$ cat config.mk
export PLATFORM = sky130hd
export DESIGN_NAME = wb_ddr2_wbuf
export DESIGN_NICKNAME = d
export VERILOG_FILES = /design/src/rtl/wb_ddr2_wbuf.sv
export SDC_FILE = /design/constraint.sdc
export NUM_CORES = 1
export LEC_CHECK = 0
export CAP_MARGIN = 20
export CORE_UTILIZATION = 51
export DETAILED_ROUTE_END_ITERATION = 8
export PLACE_DENSITY = 0.72
export SLEW_MARGIN = 40
export SYNTH_ARGS = -nofsm -noshare
export SYNTH_HDL_FRONTEND = slang
export SYNTH_SLANG_ARGS = --single-unit
$ cat constraint.sdc
create_clock -name wb_clk -period 7.4 [get_ports wb_clk]
set_input_delay 1.11 -clock wb_clk [delete_from_list [all_inputs] [get_ports wb_clk]]
set_output_delay 1.11 -clock wb_clk [all_outputs]
set_load 0.01 [all_outputs]
$ cat src/rtl/wb_ddr2_wbuf.sv
// Wishbone write-posting buffer in front of one DDR2 arbiter master port.
// Optional drain bursting within a 32-byte line: define DDR2_WBUF_DRAIN_BURST_EN.
module wb_ddr2_wbuf #(
    parameter int unsigned DEPTH     = 8,
    parameter int unsigned DEPTH_LOG = 3
) (
    input  logic                 wb_clk,
    input  logic                 wb_rst_n,
    input  logic [31:0]          s_adr_i,
    input  logic [31:0]          s_dat_i,
    input  logic [3:0]           s_sel_i,
    input  logic                 s_we_i,
    input  logic                 s_cyc_i,
    input  logic                 s_stb_i,
    input  logic [2:0]           s_cti_i,
    input  logic [1:0]           s_bte_i,
    output logic [31:0]          s_dat_o,
    output logic                 s_ack_o,
    output logic                 s_err_o,
    output logic                 s_rty_o,
    output logic [31:0]          m_adr_o,
    output logic [31:0]          m_dat_o,
    output logic [3:0]           m_sel_o,
    output logic                 m_we_o,
    output logic                 m_cyc_o,
    output logic                 m_stb_o,
    output logic [2:0]           m_cti_o,
    output logic [1:0]           m_bte_o,
    input  logic [31:0]          m_dat_i,
    input  logic                 m_ack_i,
    output logic [DEPTH_LOG:0]   wbuf_level,
    output logic                 wbuf_full
);

    localparam logic [DEPTH_LOG:0] FullLevel = (DEPTH_LOG + 1)'(DEPTH);

    typedef enum logic [1:0] {StIdle, StWr, StGap, StRd} state_e;

    state_e state_q, state_d;

    // Entry layout: {word address, byte selects, data}
    logic [65:0]          fifo_mem [DEPTH];
    logic [DEPTH_LOG-1:0] wr_ptr_q, rd_ptr_q;
    logic [DEPTH_LOG:0]   level_q, level_d;

    logic [29:0] head_adr;
    logic [3:0]  head_sel;
    logic [31:0] head_dat;

    logic [29:0] rd_adr_q;
    logic [3:0]  rd_sel_q;
    logic [31:0] s_dat_q;
    logic        s_ack_q, s_ack_d;

    logic push, pop, burst_cont, rd_done, rd_ack;

    logic unused_inputs;
    assign unused_inputs = ^{s_bte_i, s_adr_i[1:0]};

    assign wbuf_full  = (level_q == FullLevel);
    assign wbuf_level = level_q;

    assign {head_adr, head_sel, head_dat} = fifo_mem[rd_ptr_q];

    // A pop in the same cycle frees the slot the held write needs.
    assign pop  = (state_q == StWr) & m_ack_i;
    assign push = s_cyc_i & s_stb_i & s_we_i & (!wbuf_full | pop) &
                  (!s_ack_o | (s_cti_i == 3'b010));

    assign rd_done = (state_q == StRd) & m_ack_i;
    assign rd_ack  = rd_done & s_cyc_i & s_stb_i & !s_we_i;

`ifdef DDR2_WBUF_DRAIN_BURST_EN
    logic [DEPTH_LOG-1:0] next_ptr;
    logic [29:0]          next_adr;

    assign next_ptr   = rd_ptr_q + 1'b1;
    assign next_adr   = fifo_mem[next_ptr][65:36];
    // Continue only inside the current 8-word line.
    assign burst_cont = (level_q >= (DEPTH_LOG + 1)'(2)) &&
                        (next_adr == head_adr + 30'd1) &&
                        (head_adr[2:0] != 3'b111);
`else
    assign burst_cont = 1'b0;
`endif

    // FIFO storage carries no reset; only the pointers and level define validity.
    always_ff @(posedge wb_clk) begin
        if (push) begin
            fifo_mem[wr_ptr_q] <= {s_adr_i[31:2], s_sel_i, s_dat_i};
        end
    end

    always_comb begin
        level_d = level_q;
        if (push && !pop) begin
            level_d = level_q + 1'b1;
        end else if (pop && !push) begin
            level_d = level_q - 1'b1;
        end
    end

    always_ff @(posedge wb_clk or negedge wb_rst_n) begin
        if (!wb_rst_n) begin
            wr_ptr_q <= '0;
            rd_ptr_q <= '0;
            level_q  <= '0;
        end else begin
            if (push) begin
                wr_ptr_q <= wr_ptr_q + 1'b1;
            end
            if (pop) begin
                rd_ptr_q <= rd_ptr_q + 1'b1;
            end
            level_q <= level_d;
        end
    end

    // State register
    always_ff @(posedge wb_clk or negedge wb_rst_n) begin
        if (!wb_rst_n) begin
            state_q <= StIdle;
        end else begin
            state_q <= state_d;
        end
    end

    // Next-state logic: posted writes always drain before a read is issued.
    always_comb begin
        state_d = state_q;
        unique case (state_q)
            StIdle: begin
                if (level_q != '0) begin
                    state_d = StWr;
                end else if (s_cyc_i && s_stb_i && !s_we_i && !s_ack_o) begin
                    state_d = StRd;
                end
            end
            StWr: begin
                if (m_ack_i) begin
                    state_d = burst_cont ? StWr : StGap;
                end
            end
            StGap: state_d = StIdle;
            StRd: begin
                if (m_ack_i) begin
                    state_d = StGap;
                end
            end
            default: state_d = StIdle;
        endcase
    end

    // Downstream outputs; everything is zero whenever m_cyc_o is low.
    always_comb begin
        m_adr_o = '0;
        m_dat_o = '0;
        m_sel_o = '0;
        m_we_o  = 1'b0;
        m_cyc_o = 1'b0;
        m_stb_o = 1'b0;
        m_cti_o = 3'b000;
        m_bte_o = 2'b00;
        unique case (state_q)
            StWr: begin
                m_cyc_o = 1'b1;
                m_stb_o = 1'b1;
                m_we_o  = 1'b1;
                m_adr_o = {head_adr, 2'b00};
                m_sel_o = head_sel;
                m_dat_o = head_dat;
`ifdef DDR2_WBUF_DRAIN_BURST_EN
                m_cti_o = burst_cont ? 3'b010 : 3'b111;
`else
                m_cti_o = 3'b000;
`endif
            end
            StRd: begin
                m_cyc_o = 1'b1;
                m_stb_o = 1'b1;
                m_adr_o = {rd_adr_q, 2'b00};
                m_sel_o = rd_sel_q;
            end
            default: ;
        endcase
    end

    assign s_ack_d = push | rd_ack;

    // The read address is held so an upstream abort cannot disturb the access.
    always_ff @(posedge wb_clk or negedge wb_rst_n) begin
        if (!wb_rst_n) begin
            rd_adr_q <= '0;
            rd_sel_q <= '0;
            s_dat_q  <= '0;
            s_ack_q  <= 1'b0;
        end else begin
            if (state_q == StIdle && state_d == StRd) begin
                rd_adr_q <= s_adr_i[31:2];
                rd_sel_q <= s_sel_i;
            end
            if (rd_done) begin
                s_dat_q <= m_dat_i;
            end
            s_ack_q <= s_ack_d;
        end
    end

    assign s_dat_o = s_dat_q;
    assign s_ack_o = s_ack_q;
    assign s_err_o = 1'b0;
    assign s_rty_o = 1'b0;

endmodule

After elaboration in Yosys (flattened, before gate mapping) --
Memories as Yosys holds them, arrays and structs flattened. Cells that the tools add are included.
Cells by class: add/subtract/negate cells 4, bitwise operators 12, muxes and demuxes 13, reductions and logical operators 15, eq/ne operators 6
Operators by type and width (number):
- 32-bit one-hot mux with 2 select lines | 1
- 32-bit 2-to-1 mux | 1
- 1-bit AND | 9
- 4-bit 2-to-1 mux | 2
- 4-bit one-hot mux with 2 select lines | 1
- 3-bit by 1-bit adder with 3-bit output (second input constant) | 2
- 2-bit == test (second input constant) | 3
- 1-bit logical AND | 6
- 2-bit 2-to-1 mux | 3
- 2-bit one-hot mux with 3 select lines | 1
- 1-bit logical NOT | 5
- 4-bit by 1-bit adder with 4-bit output (second input constant) | 1
- 4-bit == test (second input constant) | 1
- 1-bit 2-to-1 mux | 4
- 4-bit nonzero test | 1
- 4-bit by 1-bit subtractor with 4-bit output (second input constant) | 1
- 3-bit by 2-bit == test with 1-bit output (second input constant) | 1
- 1-bit OR | 3
- 2-bit by 1-bit == test with 1-bit output (second input constant) | 1
- 2-bit logical NOT | 1
- 2-bit nonzero test | 1
- 2-bit OR reduction | 1
Storage, ports and cells: RAM bits 528, register bits after elaboration 79, logic and storage cells 59, memories 1, input port bits 111
Memory list:
- fifo_mem | words 8, width 66, rd ports 1, clocked after Yosys merged registers in 0, wr ports 1, line 42 | logic [65:0] fifo_mem [DEPTH];

Longest topological paths before layout --
depth after elaboration 9, mapped depth 10

Worst setup path before layout --
OpenSTA, ideal clock, no wires.
path kind input -> register, start input s_cti_i[0], end memory fifo_mem[1][0], enable pin, setup time 0.571 ns, data required time 6.829 ns, stages 4, setup slack 0.233 ns, data arrival time 6.596 ns, cells stage by stage or3b_1 -> a221oi_2 -> nand2_1 -> nor3_1
On the way: longest elaborated chain between the ends 5
Ends and longest elaborated chain:
- from (decl) | line 15 | input logic [2:0] s_cti_i,
- 3-bit by 2-bit == test with 1-bit output | line 68 | (!s_ack_o | (s_cti_i == 3'b010));
- 1-bit OR | line 68
- 1-bit AND | line 67 | assign push = s_cyc_i & s_stb_i & s_we_i & (!wbuf_full | pop) &
- via push | line 55 | logic push, pop, burst_cont, rd_done, rd_ack;
- 1-bit 2-to-1 mux | line 89 | if (push) begin
- 1-bit 2-to-1 mux (not written as such) | line 90 | fifo_mem[wr_ptr_q] <= {s_adr_i[31:2], s_sel_i, s_dat_i};
- to (decl) | line 42
The timed path passes the listed nets, and every way through them passes these cells.

Worst setup path after layout --
start register rd_ptr_q[0], end output m_adr_o[25]
On the way: longest elaborated chain between the ends 2
Ends and longest elaborated chain:
- from (decl) | line 43 | logic [DEPTH_LOG-1:0] wr_ptr_q, rd_ptr_q;
- from (signal assigned) | line 113 | rd_ptr_q <= rd_ptr_q + 1'b1;
- memory 8 x 66 bit
- 32-bit one-hot mux with 2 select lines | line 164 | unique case (state_q)
- to (decl) | line 21 | output logic [31:0] m_adr_o,
Every way passes these cells.

==> flow_metrics.tcl <==
set metrics [dict create \
    status "finished clean" \
    clock.fmax_mhz 201.5 \
    startpoint_type "flop" \
    syn2layout_area_growth_pct 19.73 \
    crit_cells 5 \
    die-height_um 217.8 \
    r2r_setup_slack_ps 3920 \
    synth_top_family_by_area "multiplexers" \
    worstPathArrival_ps 3850 \
    ys_seq_area_share_pct 75.11 \
    hold_viol 0 \
    reg2regPathDepth 5 \
    avgSynthCellArea_um2 19.95 \
    grt_max_degree 61 \
    final_net_count 1536 \
    post-synth-top-area-cell "edfxtp_1" \
    cp_max_fo 51 \
    r2r-start "state_q[0]$_DFF_PN0_" \
    postLayoutCoreUtil_pct 62.23 \
    fp.dieW_um 217.8 \
    ys_types 41 \
    synth_top_cell_area_share_pct 66.78 \
    final_common_cell "edfxtp_1" \
    maxSlewViolCount 0 \
    seq_power_share_pct 42.2 \
    drt_iter0_drc 848 \
    critPathCaptureType "output pin" \
    fin_cells 2070 \
    fin_setup_tns_ps 0 \
    vias 11820 \
    slowest_stage "dfrtp_4" \
    syn_inst 1190 \
    dp_worst_setup_slack_ps 2834 \
    antenna_found_initial 3 \
    start_util_pct 51.98 \
    grt_pass1_vias 12690 \
    detail-route-antenna-nets 0 \
    gp_congestion 0.7075 \
    cts_hold_buf 0 \
    drt_first_pass_iters 4 \
    cts.sinks 607 \
    r2r-end "fifo_mem[2][6]$_DFFE_PP_" \
    p_per_area_nw_per_um2 364.5 \
    clockBufferDepth 3 \
    fp-row-count 78 \
    wl_um 49670 \
    dpl.hpwl_um 26720 \
    cts-resized-gates 0 \
    routedWlPerCell_um 24.00 \
    cp_num_buf_inv 2 \
    path_clk_slew_ps 60 \
    final_area_um2 28420 \
    worstHoldPathType "input port to asynchronous set/reset pin" \
    coreArea_um2 45670 \
    drc 0 \
    post_cts_buffers 0 \
    setup_viol 0 \
    synth_top_cells_by_area "edfxtp_1, mux4_2, dfrtp_1, mux2_2, mux2_4" \
    p_total_mw 10.36 \
    path_cells "buf_4, mux4_2, nor2_1, o31ai_1, clkdlybuf4s50_1" \
    cts-htree-levels 2 \
    period_minus_slack_ps 4963 \
    cts_tree "built" \
    place_inst 1957 \
    synthSimpleGateAreaFrac_pct 2.719 \
    tightestPinTransition_ps 845.9 \
    io_buffers 213 \
    path_class "flop to output pin" \
    leakagePower_nw 9.597 \
    muxShareOfSynthArea_pct 17.26 \
    synth-xor-area-share_pct 0.2213 \
    rsz0062_at_grt "false" \
    fin_worst_skew_ps 17.70 \
    drv_cap 0 \
    place_area_um2 26550 \
    clock_latency_ps 610 \
    cp.required_ps 6290 \
    die-area_um2 47420 \
    swShare_pct 29.06 \
    comb_power_share_pct 30.1 \
    ir_drop_v 0.0002392 \
    crit_family "buffers and inverters" \
    cts_buffers 59 \
    fillers 3158 \
    grtUsageTotal_pct 21.53 \
    whs_ps 505.5 \
    max_stage_delay_ps 900 \
    synth_compound_area_share_pct 2.509 \
    critPathLaunch "rd_ptr_q[0]$_DFFE_PN0P_" \
    worstSetupEndpoint "m_adr_o[25]" \
    synth_fa_ha_area_share_pct 0.3478 \
    io_pins 227 \
    intPower_mw 7.350 \
    setup_ws_ps 2437 \
    slew_headroom_pct 43.61 \
    clkPwrFrac_pct 27.6 \
    viasPerCell 5.709 \
    switchingPower_mw 3.011 \
    drive_gt1_share_pct 24.10 \
    fin_crit_sh_pct 67.07 \
    grt_overflow 0 \
    final_cell_mix "edfxtp_1, clkdlybuf4s50_1, mux2_2" \
    netlist_area_um2 23740 \
    yosys_warnings 0 \
    ys_seq_elements 607 \
    clockRootBuffer "clkbuf_16" \
    grt_pass1_wl_um 75660 \
]
==> sequential cells by signal, summed over array words and instances, names as in the netlist <==
name        count
s_dat_o        32
wr_ptr_q        3
s_ack_o         1
rd_sel_q        4
rd_ptr_q        3
fifo_mem      528
rd_adr_q       30
wbuf_level      4
state_q         2
==> cell families after synthesis <==
group | count (synthesis)
AO/OA/AOI/OAI | 84
XOR/XNOR | 6
adder cells (fa/ha/maj) | 6
buffers and inverters | 79
flip-flops | 607
multiplexers | 260
other | 1
AND/OR/NAND/NOR | 147
==> worst min-delay path by stage <==
stage,start,to
2_1_floorplan,rd_adr_q[19]$_DFFE_PN0P_,rd_adr_q[19]$_DFFE_PN0P_
6_report,wb_rst_n,s_dat_o[10]$_DFFE_PN0P_
5_1_grt,rd_adr_q[21]$_DFFE_PN0P_,rd_adr_q[21]$_DFFE_PN0P_
3_3_place_gp,s_dat_o[23]$_DFFE_PN0P_,s_dat_o[23]$_DFFE_PN0P_
4_1_cts,wb_rst_n,s_dat_o[10]$_DFFE_PN0P_
3_5_place_dp,s_dat_o[23]$_DFFE_PN0P_,s_dat_o[23]$_DFFE_PN0P_
==> cells in the mapped netlist <==
cell / instances
nor4_2: 1
nand2b_1: 6
nor2_1: 71
o41ai_1: 4
nand3_1: 3
xor2_1: 1
nand4bb_1: 1
fa_1: 1
nor3_1: 5
dfrtp_1: 79
a22oi_1: 1
nand3b_1: 1
o22ai_1: 30
clkbuf_1: 28
or4b_1: 1
o21ai_0: 3
inv_1: 2
nand2_1: 43
mux2_2: 100
edfxtp_1: 528
a2111oi_0: 5
a211oi_1: 4
xnor2_1: 5
mux4_2: 98
mux2_4: 29
o31ai_1: 31
ha_1: 5
a21oi_1: 4
mux2i_1: 33
buf_2: 23
nor2b_1: 12
buf_4: 13
buf_1: 9
buf_12: 3
a221oi_2: 1
or3b_1: 1
conb_1: 1
nor4b_1: 1
a21o_2: 1
buf_6: 1
and2_1: 1
==> final cells by class <==
type	instances	area (um2)	share of cell area [%]
Antenna cell	1	2.502	0.008804
Multi-Input combinational cell	512	5595	19.68
Inverter	2	7.507	0.02641
Timing Repair Buffer	237	2381	8.377
Clock inverter	26	197.7	0.6955
Sequential cell	607	17840	62.77
Clock buffer	85	1647	5.793
Tap cell	600	750.7	2.641
==> power groups by stage <==
stage	combinational, mW	sequential, mW	clock [mW]
after floorplan	2.02	4.27	0
after global placement	3.10	4.43	0
after detailed placement	3.15	4.45	0
after CTS	3.17	4.39	2.93
after global routing	3.34	4.42	3.06
final	3.12	4.38	2.86
==> routing by layer <==
layer	share of wire [%]	routed length (um)	vias to the layer above	track usage, %
met4	2.0	978	4	6.340
li1	-	-	5219	-
met1	42	20710	6133	29.14
met3	6.8	3355	77	4.463
met5	0.050	25	-	0
met2	50	24600	384	35.45
(Power assumes the default switching activity.)
